## config.mk

```make
export PLATFORM = sky130hd
export DESIGN_NAME = dot_product_ctrl_flat
export DESIGN_NICKNAME = d
export VERILOG_FILES = /design/src/rtl/dot_product_if.sv /design/src/rtl/dot_product_ctrl.sv /design/src/flat_wrapper.sv
export SDC_FILE = /design/constraint.sdc
export NUM_CORES = 1
export LEC_CHECK = 0
export CAP_MARGIN = 0
export CORE_ASPECT_RATIO = 0.8
export CORE_MARGIN = 2
export CORE_UTILIZATION = 59
export DETAILED_ROUTE_END_ITERATION = 8
export PLACE_DENSITY = 0.92
export SLEW_MARGIN = 25
export SYNTH_ARGS = -nofsm -noshare
export SYNTH_HDL_FRONTEND = slang
export SYNTH_SLANG_ARGS = --single-unit
```

## constraint.sdc

```tcl
create_clock -name clk -period 4.1 [get_ports clk]
set_clock_uncertainty 0.15 [all_clocks]
set_input_delay 0.615 -clock clk [delete_from_list [all_inputs] [get_ports clk]]
set_output_delay 0.615 -clock clk [all_outputs]
set_load 0.03 [all_outputs]
```

## src/rtl/dot_product_if.sv

```systemverilog
// Bus between the dot-product sequencer, its operand memory and the
// consumer of the result. The sequencer connects through the slave
// modport; the operand memory and the consumer connect through master.
//
// Handshake: start is a level request, taken on any rising edge where the
// sequencer is idle; len is captured on that same edge. mem_rd is a read
// strobe with no back-pressure, and mem_a/mem_b must carry the addressed
// pair in the cycle after the strobe. done is high for one cycle, and
// result is valid from that cycle until the next done.
interface dot_product_if #(
  parameter int DATA_W = 8,
  parameter int ADDR_W = 6,
  parameter int ACC_W  = 32
);
  logic              start;
  logic [ADDR_W:0]   len;
  logic              mem_rd;
  logic [ADDR_W-1:0] mem_addr;
  logic [DATA_W-1:0] mem_a;
  logic [DATA_W-1:0] mem_b;
  logic              busy;
  logic              done;
  logic [ACC_W-1:0]  result;

  modport slave (
    input  start, len, mem_a, mem_b,
    output mem_rd, mem_addr, busy, done, result
  );

  modport master (
    output start, len, mem_a, mem_b,
    input  mem_rd, mem_addr, busy, done, result
  );
endinterface

```

## src/rtl/dot_product_ctrl.sv

```systemverilog
// Sequencer for an unsigned dot product. It streams len operand pairs out
// of a synchronous-read memory into a product register followed by an
// accumulator. It reports the sum with a one-cycle done and holds the
// result until the next run completes.
module dot_product_ctrl #(
  parameter int DATA_W = 8,
  parameter int ADDR_W = 6,
  parameter int ACC_W  = 32
) (
  input  logic       clk,
  input  logic       rst,
  dot_product_if.slave bus,
  output logic [1:0] state_dbg
);

  typedef enum logic [1:0] {
    S_IDLE  = 2'd0,
    S_FETCH = 2'd1,
    S_DRAIN = 2'd2,
    S_DONE  = 2'd3
  } state_t;

  localparam logic [ADDR_W:0] LEN_MAX = {1'b1, {ADDR_W{1'b0}}};
  localparam logic [ADDR_W:0] ONE     = {{ADDR_W{1'b0}}, 1'b1};

  state_t              state;
  state_t              state_nxt;
  logic [ADDR_W:0]     len_q;
  logic [ADDR_W:0]     cnt;
  logic [ADDR_W:0]     len_sat;
  logic                start_ok;
  logic                last_rd;
  logic                rd_v;    // mem_a/mem_b carry a requested pair this cycle
  logic                prod_v;  // prod holds a product not yet accumulated
  logic [2*DATA_W-1:0] prod;
  logic [ACC_W-1:0]    acc;
  logic [ACC_W-1:0]    acc_sum;

  assign len_sat   = (bus.len > LEN_MAX) ? LEN_MAX : bus.len;
  assign start_ok  = (state == S_IDLE) && bus.start;
  assign last_rd   = ((cnt + ONE) == len_q);
  // Accumulator input for this edge. result loads this value directly so
  // that the last product lands in result on the edge that enters DONE.
  assign acc_sum   = acc + (prod_v ? ACC_W'(prod) : {ACC_W{1'b0}});
  assign state_dbg = state;

  // State register; reset abandons any run in flight.
  always_ff @(posedge clk or posedge rst) begin
    if (rst) state <= S_IDLE;
    else     state <= state_nxt;
  end

  // Next-state logic and state-decoded outputs.
  always_comb begin
    state_nxt    = state;
    bus.mem_rd   = 1'b0;
    bus.mem_addr = '0;
    bus.busy     = 1'b0;
    bus.done     = 1'b0;
    case (state)
      S_IDLE: begin
        if (bus.start) state_nxt = (len_sat == '0) ? S_DONE : S_FETCH;
      end
      S_FETCH: begin
        bus.mem_rd   = 1'b1;
        bus.mem_addr = cnt[ADDR_W-1:0];
        bus.busy     = 1'b1;
        if (last_rd) state_nxt = S_DRAIN;
      end
      S_DRAIN: begin
        bus.busy = 1'b1;
        // Once no operands are left on the memory bus, the product stage
        // holds the final term and is added on the way into DONE.
        if (!rd_v) state_nxt = S_DONE;
      end
      S_DONE: begin
        bus.done  = 1'b1;
        state_nxt = S_IDLE;
      end
      default: state_nxt = S_IDLE;
    endcase
  end

  // Read counter, valid pipeline, product register and accumulator.
  always_ff @(posedge clk or posedge rst) begin
    if (rst) begin
      len_q  <= '0;
      cnt    <= '0;
      rd_v   <= 1'b0;
      prod_v <= 1'b0;
      prod   <= '0;
      acc    <= '0;
    end else if (start_ok) begin
      len_q  <= len_sat;
      cnt    <= '0;
      rd_v   <= 1'b0;
      prod_v <= 1'b0;
      prod   <= '0;
      acc    <= '0;
    end else begin
      rd_v   <= bus.mem_rd;
      prod_v <= rd_v;
      acc    <= acc_sum;
      if (rd_v)             prod <= bus.mem_a * bus.mem_b;
      if (state == S_FETCH) cnt  <= cnt + ONE;
    end
  end

  // Result register, loaded only on the edge that enters DONE.
  always_ff @(posedge clk or posedge rst) begin
    if (rst)                                       bus.result <= '0;
    else if (start_ok && (len_sat == '0))          bus.result <= '0;
    else if ((state == S_DRAIN) && (state_nxt == S_DONE)) bus.result <= acc_sum;
  end

endmodule

```

## src/flat_wrapper.sv

```systemverilog
// flat-port wrapper written by rule: the top's interface ports become plain ports
module dot_product_ctrl_flat 
#(
  parameter int DATA_W = 8,
  parameter int ADDR_W = 6,
  parameter int ACC_W  = 32
)
  (clk, rst, state_dbg, bus_start, bus_len, bus_mem_a, bus_mem_b, bus_mem_rd, bus_mem_addr, bus_busy, bus_done, bus_result);
  dot_product_if #(.DATA_W(DATA_W), .ADDR_W(ADDR_W), .ACC_W(ACC_W)) bus_i ();
  input  logic clk;
  input  logic rst;
  output logic [1:0] state_dbg;
  input wire logic [$bits(bus_i.start)-1:0] bus_start;
  input wire logic [$bits(bus_i.len)-1:0] bus_len;
  input wire logic [$bits(bus_i.mem_a)-1:0] bus_mem_a;
  input wire logic [$bits(bus_i.mem_b)-1:0] bus_mem_b;
  output wire logic [$bits(bus_i.mem_rd)-1:0] bus_mem_rd;
  output wire logic [$bits(bus_i.mem_addr)-1:0] bus_mem_addr;
  output wire logic [$bits(bus_i.busy)-1:0] bus_busy;
  output wire logic [$bits(bus_i.done)-1:0] bus_done;
  output wire logic [$bits(bus_i.result)-1:0] bus_result;
  assign bus_i.start = bus_start;
  assign bus_i.len = bus_len;
  assign bus_i.mem_a = bus_mem_a;
  assign bus_i.mem_b = bus_mem_b;
  assign bus_mem_rd = bus_i.mem_rd;
  assign bus_mem_addr = bus_i.mem_addr;
  assign bus_busy = bus_i.busy;
  assign bus_done = bus_i.done;
  assign bus_result = bus_i.result;
  dot_product_ctrl #(.DATA_W(DATA_W), .ADDR_W(ADDR_W), .ACC_W(ACC_W)) u_core (.clk(clk), .rst(rst), .bus(bus_i), .state_dbg(state_dbg));
endmodule
```

==> impl_metrics.yaml <==
outcome:
  status: "finished with violations"
  violations: "setup timing"
critical_path:
  crit_top_cell: "fa_1"
  startpoint_type: "input port"
  endpoint_kind: "register"
  critical_path_class: "in -> reg"
  worstPathArrival_ps: 4420
  r2r_cells: 10
  setup.worst_path.end: "u_core.prod[13]"
  crit_chain: "buf_12, and2_4, fa_1, fa_1, fa_1, inv_2, fa_2, inv_2, ha_4, or4_4, a31oi_4, xnor2_1, mux2i_1, nor2_1"
  timing.rr.start: "u_core.prod_v"
  slowest_delay_ps: 570
  cpLargestDelayFamily: "adder cells"
  cp.required_ps: 4230
  rr_endpoint: "u_core.bus.result[14]"
  crit_slowest_cell: "or4_4"
  regToRegSetupSlack_ps: 540
  cp_max_fo: 7
  cp_num_buf_inv: 3
  worst-path-stages: 14
  critical_path.startpoint: "bus_mem_a[3]"
pwr:
  power_density_nw_per_um2: 673.4
  p_leak_nw: 4.240
  irDropWorstVdd_v: 0.0004598
logic_synthesis:
  async_flop_share_pct: 100.0
  synth_nets: 896
  synthCells: 775
  synth_edf_count: 0
  synth-seq-cells: 98
  synth_seq_area_share_pct: 33.41
  postSynthAreaPerCell_um2: 9.470
  yosysWarnings: 0
  synth_area_um2: 7340
  synthDistinctLibCells: 63
  synthFlopType: "dfrtp_1"
placement:
  port_buffers: 68
  pre_cts_slack_ps: -1031
  routabilityCongestion: 0.8660
  dp_hpwl_um: 11970
routing:
  finalWirelength_um: 17700
  vias: 6072
  route.detailed.drc: 0
  drt_pre_antenna_iters: 5
  first_iter_violations: 484
  routed-wl-met2_um: 8500
  viasPerCell: 5.838
  wl_per_cell_um: 17.02
  routed-wl-met3_um: 1077
  wl_met1_um: 7517
  highest_layer: "met4"
  drtAntennaViolNets: 0
grt:
  grt.total_usage_pct: 27.19
  overflow: 0
  grt_pass1_vias: 6148
  antenna_found_initial: 0
  grt_pass1_wl_um: 29120
  grt_max_degree: 57
timing:
  final_hold_viol_count: 0
  relSlewSlack_pct: 45.93
  maxSlewViolCount: 0
  setup-tns-final_ps: -516.8
  fmax_mhz: 233.1
  layout_min_cycle_time_ps: 4290
  tightest_slew_ps: 811.0
  rsz0062_at_grt: "yes"
  timing.final.crit_share_pct: 104.6
  finalSetupViolCount: 5
  setup_ws_ps: -190.2
cells_and_area:
  n_antenna_cell: 0
  layout-drive-gt1-share_pct: 19.48
  mostFrequentLayoutCells: "98 x dfrtp_1, 89 x nor2_1, 62 x and2_1"
  final_nets: 1004
  syn2layout_area_growth_pct: 23.20
  post-route-util_pct: 74.35
  final_common_cell: "dfrtp_1"
clock_network:
  holdBufCountCts: 0
  cts_max_path_buffers: 2
  cts_buffers: 9
  cts_root_buf: "clkbuf_16"
  cts_tree: "yes"
  cts_max_level: 3
  cts.clk_slew.worst_paths_ps: 70
  cts.sinks: 98
  clock_latency_ps: 350
floorplanning:
  die-area_um2: 13350
  start_util_pct: 60.35
  die-width_um: 128.7
  ioPinCount: 69
  die_y_um: 103.8
  fp-row-count: 36
  core_um2: 12160
flow_run:
  drv_cap: 0
min_path:
  hold_path_class: "reg -> reg"
[kinds of logic (layout without fill, tap and decap cells)]
family	after synthesis	after routing	synth area share (%)
AND/OR/NAND/NOR	294	294	20.06
AO/OA/AOI/OAI	123	123	12.21
flip-flops	98	98	33.41
buffers and inverters	96	209	5.728
adder cells (fa/ha/maj)	95	95	19.98
XOR/XNOR	48	48	5.728
multiplexers	21	21	2.881
[stage by stage]
stage	cell area [um^2]	instances	hold WS (ps)	power [mW]
2_1_floorplan	7453	775	308.3	3.960
3_3_place_gp	8536	1018	328.1	4.824
3_5_place_dp	8536	1018	337.6	4.950
4_1_cts	8982	1039	353.4	5.921
5_1_grt	9042	1040	382.4	6.479
6_report	9042	1040	351.8	6.089
[synth_stat cells (all sizes together), types with 23 or more instances]
cell type,count,share of area (%)
dfrtp,98,33
a211oi,27,3.9
fa,37,10
nand2,59,3.0
xor2,25,3.0
ha,58,9.9
o21ai,28,2.0
inv,71,3.6
nor2,93,4.9
a21oi,30,2.0
and2,79,6.7
xnor2,23,2.7
[worst min path at each step]
stage,from,end,depth (start not counted)
final,u_core.bus.result[18],u_core.bus.result[18],1
after global routing,u_core.len_q[5],u_core.len_q[5],2
after CTS,u_core.len_q[1],u_core.len_q[1],2
after detailed placement,u_core.len_q[1],u_core.len_q[1],2
after global placement,u_core.len_q[1],u_core.len_q[1],2
after floorplan,u_core.len_q[0],u_core.len_q[0],2
[state kept, by name (all words and copies together) (netlist names)]
signal             flops
u_core.prod_v          1
u_core.bus.result     32
u_core.rd_v            1
u_core.prod           16
u_core.state_dbg       2
u_core.cnt             7
u_core.len_q           7
u_core.acc            32
[per-layer routing]
metal | GRT usage (%) | vias up
met5 | 0 | -
met4 | 9.938 | 0
met3 | 5.940 | 61
met2 | 43.84 | 243
met1 | 36.13 | 2974
li1 | - | 2794
[report_power, final]
group          switching [mW]  total, mW  internal [mW]
Clock                   0.399      0.822          0.423
Sequential              0.274       1.59           1.32
Combinational            2.03       3.67           1.65
[cell type report]
class	count	area, um^2
Multi-Input combinational cell	581	4717
Inverter	71	269.0
Fill cell	762	3119
Timing Repair Buffer	122	1129
Clock inverter	7	60.06
Clock buffer	9	225.2
Tap cell	152	190.2
Sequential cell	98	2452
[worst reg2reg max path, cell delays in order (launching register included)]
cell and delay [ps]:
dfrtp_1 530, and2_1 270, ha_1 250, fa_1 420, a21oi_1 250, o21ai_1 150, a211oi_2 420, nor3_1 120
a311oi_1 330, xor2_1 270, a2bb2o_2 300
[what timing repair did]
| action | in CTS | in global routing |
|---|---|---|
| endpoints found under the setup margin | 10 | 8 |
| setup buffers | 5 | 1 |
| gates resized for setup | 116 | 14 |
| pin swaps | 30 | 17 |
Note: power is estimated with default switching activity, not from simulation.
